--- src/rtl/spi_arb_pkg.sv ---
// Shared types and helpers for the SPI chip-select arbiter.
// State encoding, chip-select idle level and the counter-width helper live here.
package spi_arb_pkg;

  typedef enum logic [2:0] {
    StIdle  = 3'd0,
    StStart = 3'd1,
    StRun   = 3'd2,
    StFin   = 3'd3,
    StAbort = 3'd4
  } arb_state_e;

  localparam logic CsIdle = 1'b1;

  // Bits needed to hold values 0..n-1, never less than one.
  function automatic int unsigned cnt_width(input int unsigned n);
    int unsigned w;
    w = 1;
    while ((64'd1 << w) < 64'(n)) begin
      w++;
    end
    return w;
  endfunction

endpackage

--- src/rtl/rr_pick.sv ---
// Combinational round-robin picker: first set request scanning from ptr upward,
// wrapping to index 0. Produces a one-hot grant and the matching index.
module rr_pick
  import spi_arb_pkg::*;
#(
  parameter int unsigned NReq = 2,
  parameter int unsigned PtrW = 1
) (
  input  logic [NReq-1:0] req_i,
  input  logic [PtrW-1:0] ptr_i,
  output logic [NReq-1:0] grant_o,
  output logic [PtrW-1:0] index_o,
  output logic            valid_o
);

  always_comb begin
    grant_o = '0;
    index_o = '0;
    valid_o = 1'b0;
    // Lowest requester overall is the wrap-around fallback.
    for (int i = NReq - 1; i >= 0; i--) begin
      if (req_i[i]) begin
        valid_o = 1'b1;
        index_o = PtrW'(i);
      end
    end
    // Lowest requester at or above ptr overrides the fallback.
    for (int i = NReq - 1; i >= 0; i--) begin
      if (req_i[i] && (PtrW'(i) >= ptr_i)) begin
        index_o = PtrW'(i);
      end
    end
    for (int i = 0; i < NReq; i++) begin
      grant_o[i] = valid_o && (index_o == PtrW'(i));
    end
  end

endmodule

--- src/rtl/spi_cs_arbiter.sv ---
// Round-robin arbiter and handshake sequencer in front of one shared SPI_Out shift engine.
// Grants one requester at a time, runs RST+EN / WAIT-high / WAIT-low, steers CS to its line.
module spi_cs_arbiter
  import spi_arb_pkg::*;
#(
  parameter int unsigned N_REQ   = 2,
  parameter int unsigned TIMEOUT = 4096
) (
  input  logic               CLK,
  input  logic               RST,
  input  logic [N_REQ-1:0]   REQ,
  input  logic [8*N_REQ-1:0] DATA_IN,
  output logic [N_REQ-1:0]   GRANT,
  output logic [N_REQ-1:0]   DONE,
  output logic               ERR,
  output logic               BUSY,
  output logic               SPI_EN,
  output logic               SPI_RST,
  output logic [7:0]         SPI_DATA,
  input  logic               SPI_WAIT,
  input  logic               SPI_CS,
  output logic [N_REQ-1:0]   CS_OUT
);

  localparam int unsigned PtrW = cnt_width(N_REQ);
  localparam int unsigned WdW  = cnt_width(TIMEOUT);
  localparam logic [PtrW-1:0] LastIdx  = PtrW'(N_REQ - 1);
  localparam logic [WdW-1:0]  WdogLast = WdW'(TIMEOUT - 1);

  arb_state_e       state_q, state_d;
  logic [PtrW-1:0]  ptr_q, ptr_d;
  logic [PtrW-1:0]  idx_q, idx_d;
  logic [N_REQ-1:0] grant_q, grant_d;
  logic [N_REQ-1:0] done_q, done_d;
  logic             err_q, err_d;
  logic             busy_q, busy_d;
  logic             spi_en_q, spi_en_d;
  logic             spi_rst_q, spi_rst_d;
  logic [7:0]       data_q, data_d;
  logic [WdW-1:0]   wdog_q, wdog_d;

  logic [N_REQ-1:0] pick_grant;
  logic [PtrW-1:0]  pick_idx;
  logic             pick_valid;
  logic [PtrW-1:0]  ptr_next;

  rr_pick #(
    .NReq (N_REQ),
    .PtrW (PtrW)
  ) u_rr_pick (
    .req_i   (REQ),
    .ptr_i   (ptr_q),
    .grant_o (pick_grant),
    .index_o (pick_idx),
    .valid_o (pick_valid)
  );

  assign ptr_next = (idx_q == LastIdx) ? '0 : idx_q + 1'b1;

  always_comb begin
    state_d   = state_q;
    ptr_d     = ptr_q;
    idx_d     = idx_q;
    grant_d   = grant_q;
    done_d    = '0;
    err_d     = 1'b0;
    spi_en_d  = spi_en_q;
    spi_rst_d = spi_rst_q;
    data_d    = data_q;
    wdog_d    = wdog_q;

    unique case (state_q)
      StIdle: begin
        if (pick_valid) begin
          idx_d     = pick_idx;
          grant_d   = pick_grant;
          spi_en_d  = 1'b1;
          spi_rst_d = 1'b1;
          wdog_d    = '0;
          state_d   = StStart;
          for (int i = 0; i < N_REQ; i++) begin
            if (pick_grant[i]) begin
              data_d = DATA_IN[8*i +: 8];
            end
          end
        end
      end

      StStart, StRun: begin
        if (wdog_q == WdogLast) begin
          // Engine never finished: pulse its reset instead of completing.
          spi_en_d  = 1'b0;
          spi_rst_d = 1'b1;
          err_d     = 1'b1;
          state_d   = StAbort;
        end else begin
          wdog_d = wdog_q + 1'b1;
          if (state_q == StStart) begin
            if (SPI_WAIT) begin
              spi_rst_d = 1'b0;
              state_d   = StRun;
            end
          end else if (!SPI_WAIT) begin
            spi_en_d = 1'b0;
            done_d   = grant_q;
            state_d  = StFin;
          end
        end
      end

      StFin: begin
        grant_d = '0;
        ptr_d   = ptr_next;
        state_d = StIdle;
      end

      StAbort: begin
        grant_d   = '0;
        spi_rst_d = 1'b0;
        ptr_d     = ptr_next;
        state_d   = StIdle;
      end

      default: begin
        state_d = StIdle;
      end
    endcase

    busy_d = (state_d != StIdle);
  end

  always_ff @(posedge CLK) begin
    if (RST) begin
      state_q   <= StIdle;
      ptr_q     <= '0;
      idx_q     <= '0;
      grant_q   <= '0;
      done_q    <= '0;
      err_q     <= 1'b0;
      busy_q    <= 1'b0;
      spi_en_q  <= 1'b0;
      spi_rst_q <= 1'b0;
      data_q    <= '0;
      wdog_q    <= '0;
    end else begin
      state_q   <= state_d;
      ptr_q     <= ptr_d;
      idx_q     <= idx_d;
      grant_q   <= grant_d;
      done_q    <= done_d;
      err_q     <= err_d;
      busy_q    <= busy_d;
      spi_en_q  <= spi_en_d;
      spi_rst_q <= spi_rst_d;
      data_q    <= data_d;
      wdog_q    <= wdog_d;
    end
  end

  // Only the granted line follows the engine CS; reset forces all lines idle at once.
  always_comb begin
    CS_OUT = {N_REQ{CsIdle}};
    if (!RST && ((state_q == StStart) || (state_q == StRun))) begin
      for (int i = 0; i < N_REQ; i++) begin
        if (grant_q[i]) begin
          CS_OUT[i] = SPI_CS;
        end
      end
    end
  end

  assign GRANT    = grant_q;
  assign DONE     = done_q;
  assign ERR      = err_q;
  assign BUSY     = busy_q;
  assign SPI_EN   = spi_en_q;
  assign SPI_RST  = spi_rst_q;
  assign SPI_DATA = data_q;

endmodule

--- config.mk ---
export PLATFORM = sky130hd
export DESIGN_NAME = spi_cs_arbiter
export DESIGN_NICKNAME = d
export VERILOG_FILES = /design/src/rtl/spi_arb_pkg.sv /design/src/rtl/rr_pick.sv /design/src/rtl/spi_cs_arbiter.sv
export SDC_FILE = /design/constraint.sdc
export NUM_CORES = 1
export LEC_CHECK = 0
export ABC_AREA = 1
export BUFFER_PORTS_ARGS = -buffer_cell sky130_fd_sc_hd__buf_2
export CAP_MARGIN = 20
export CORE_UTILIZATION = 45
export CTS_CLUSTER_SIZE = 12
export DETAILED_ROUTE_END_ITERATION = 12
export PLACE_DENSITY = 0.69
export SYNTH_ARGS = -nofsm -noshare
export SYNTH_HDL_FRONTEND = slang
export SYNTH_HIERARCHICAL = 1
export SYNTH_SLANG_ARGS = --single-unit
--- constraint.sdc ---
create_clock -name CLK -period 2.9 [get_ports CLK]
set_input_delay 0.145 -clock CLK [delete_from_list [all_inputs] [get_ports CLK]]
set_output_delay 0.145 -clock CLK [all_outputs]
set_load 0.05 [all_outputs]
==> results.md <==
* Most frequent CP cell: inv_2
* Synthesis-stage register bit count at 33
* Internal power at 736 uW
* Placed cell count at 310
* Most frequent cells in the layout: nand2_1, buf_2, dfxtp_1, a21oi_1, inv_1
* Fill cells at 383
* Multiplexer share of the synthesized area at 4.60%
* Area occupied by registers at 661 um^2
* Antenna-violating nets left at 0
* CTS resizes at 0
* I/O pin count at 40
* P_leak at 0.920 nW
* # rows at 22
* Num CTS Buffers at 5
* Slowest cell delay on critical path at 0.45 ns
* CTS max path bufs at 2
* DRT Pass-1 Iters at 4
* Clock power frac at 29.6%
* Drt first-iter violations at 59
* Postcts setup bufs at 0
* WS Path Type: flop to primary output
* Logic pwr share at 25.0%
* Final Hold Fails at 0
* Largest family of logic cells by synthesized area: simple AND/OR/NAND/NOR gates
* Yosys warnings at 6
* Post-Route Setup TNS at 0 ns
* Minimum clock period at 1.74 ns
* Post-placement setup slack at 1.33 ns
* WL final at 3610 um
* Nets@finish at 292
* CP Capture Type: primary output
* Post-Syn Nets at 249
* Seq pwr share at 45.4%
* # clock sinks at 33
* Global-route wire length before repair at 6210 um
* XOR/XNOR Fraction of Synth Area at 0%
* Initial antenna violation count at 0
* Util after Layout at 55.6%
* Commonest non-fill, non-tap cell in the layout: nand2_1
* Proportion of layout cells with a drive suffix above 1 at 29.3%
* Global route total overflow at 0
* Die W at 64.2 um
* Largest net degree at the start of global routing at 17
* Area after DPL at 0.00197 mm^2
* Final Cycle Share at 59.9%
* Post-DR wirelength/cell at 11.3 um
* Die Y-Extent at 64.2 um
* Yosys cell types at 35
* EDFF count, synth at 0
* Crit start category: flop
* Slowest CP cell: dfxtp_1
* Final WS setup at 1.16 ns
* Hold_ws at 0.151 ns
* Vias at 1553
* Via density at 4.88
* Hold buffers post-CTS at 0
* Port Buf Inserts at 39
* Simple-Gate Fraction of Synth Area at 30.6%
* Final instance area at 0.00205 mm^2
* Worst Path Arrival at 1.59 ns
* DRC viols at 0
* Non-filler cells, final at 318
* Power Density at 539 mW/mm^2
* Peak VDD IR at 277 uV
* Asr flop ratio synth at 0%
* Syn Inst Count at 226
* Fmax at 575 MHz
* CORE AREA at 0.00369 mm^2
* Clock root buffer: clkbuf_8
* Crit-path max FO at 7
* Final slew viol count at 0
* Die ar. at 0.00412 mm^2
* Multi-input logic area at 925 um^2
* H-tree Lvls at 2
* Net Sw Frac at 33.5%
* Synth Area in Compound Gates at 17.3%
* Worst slew pin tran at 0.487 ns
* Psw at 371 uW
* Req. time, crit path at 2.76 ns
* Prevailing post-synth register cell: dfxtp_1
* RSZ-0062 raised after global routing: false
* Clock latency on the worst-skew pair at 0.28 ns
* Flop-to-flop setup slack at 1.34 ns
* Total track usage at 19.8%
* Syn avg cell area at 7.70 um^2
* Starting density of the core at 47.2%
* Dpl hpwl at 2790 um
* Gp weighted congestion at 0.818
* Area added between synthesis and finish at 17.9%
* Hold Crit Class: input port to flop
* Vias in the first global route at 1415
* Sequential element share of the synthesized area at 38.0%
* Status: finished clean
* Final Total Pwr at 1.11 mW
* CTS clk-pin slew, worst paths at 0.07 ns
* N_diodes at 0
* Clock Skew at 0.00679 ns
* MaxCap Viol Count at 0
* Synth Cell Area at 0.00174 mm^2
* Final setup viols at 0
* Rel. slew slack at 67.5%
* CTS tree: built
* Adder-Cell Fraction of Synth Area at 0.719%
* Cells along the critical path: inv_2 > nand3_2 > nand2_4 > nand2_2 > inv_2 > nand3_1 > buf_2
[cell usage after synthesis (2+ instances only)]
cell     instances  area [um^2]
nor2_4           4         45.0
o21ai_2          2         17.5
a21oi_1         23          115
o21a_1           3         22.5
nand2_4          7         78.8
nand3_1         12         60.1
o21ai_0          9         45.0
inv_1           22         82.6
inv_2            7         26.3
nor2_2           2         12.5
nor2_1          18         67.6
a22oi_1          4         30.0
o21ai_1          4         20.0
nand3_2          3         30.0
dfxtp_1         33          661
nand2_2          3         18.8
nand2_1         42          158
mux2i_1          8         80.1
nand4_1          4         25.0
[worst paths after layout]
path                            cells after the start        from           to
worst min register to register                      1       idx_q        ptr_q
worst min-delay path                                3  DATA_IN[0]  SPI_DATA[0]
worst max register to register                      7   wdog_q[0]   wdog_q[10]
worst max-delay path                                7  state_q[2]    CS_OUT[1]
[kinds of logic (layout without fill, tap and decap cells)]
kind of cell,after synthesis,after routing
adders and majority gates,1,1
and+or+nand+nor,99,99
buffers and inverters,35,79
muxes,8,8
AOI/OAI and AO/OA,50,50
DFF,33,33
[final cells by class]
cell class / instances / share of cell area (%)
multi-input cells: 158 / 45.1
flip-flops and latches: 33 / 32.2
repair buffers: 40 / 9.88
inverters: 31 / 6.04
clock buffers: 8 / 3.90
well taps: 48 / 2.93
[metal layers]
metal	global-route usage [%]	routed length, um	part of all wire [%]
met5	0	0	0
met4	10.8	75	2.1
met3	4.82	189	5.2
met2	29.7	1580	44
met1	26.1	1760	49
[worst max-delay path, delay by kind of cell (launching register included)]
kind	cells	cell delay, ns
buf+inv	3	0.46
flops	1	0.45
simple gates	4	0.40
[registers in the layout, indices dropped and copies added (netlist names)]
| name | cells |
|---|---|
| DONE | 2 |
| SPI_DATA | 8 |
| SPI_RST | 1 |
| SPI_EN | 1 |
| state_q | 3 |
| ERR | 1 |
| wdog_q | 12 |
| ptr_q | 1 |
| GRANT | 2 |
| idx_q | 1 |
| BUSY | 1 |
[power by group through the flow]
stage / registers (mW) / logic (mW) / clock network [mW]
finish: 0.503 / 0.276 / 0.328
global route: 0.507 / 0.302 / 0.358
CTS: 0.503 / 0.278 / 0.335
detailed placement: 0.512 / 0.277 / 0
global placement: 0.513 / 0.276 / 0
floorplan: 0.586 / 0.146 / 0
Power figures use the tool's default switching activity.
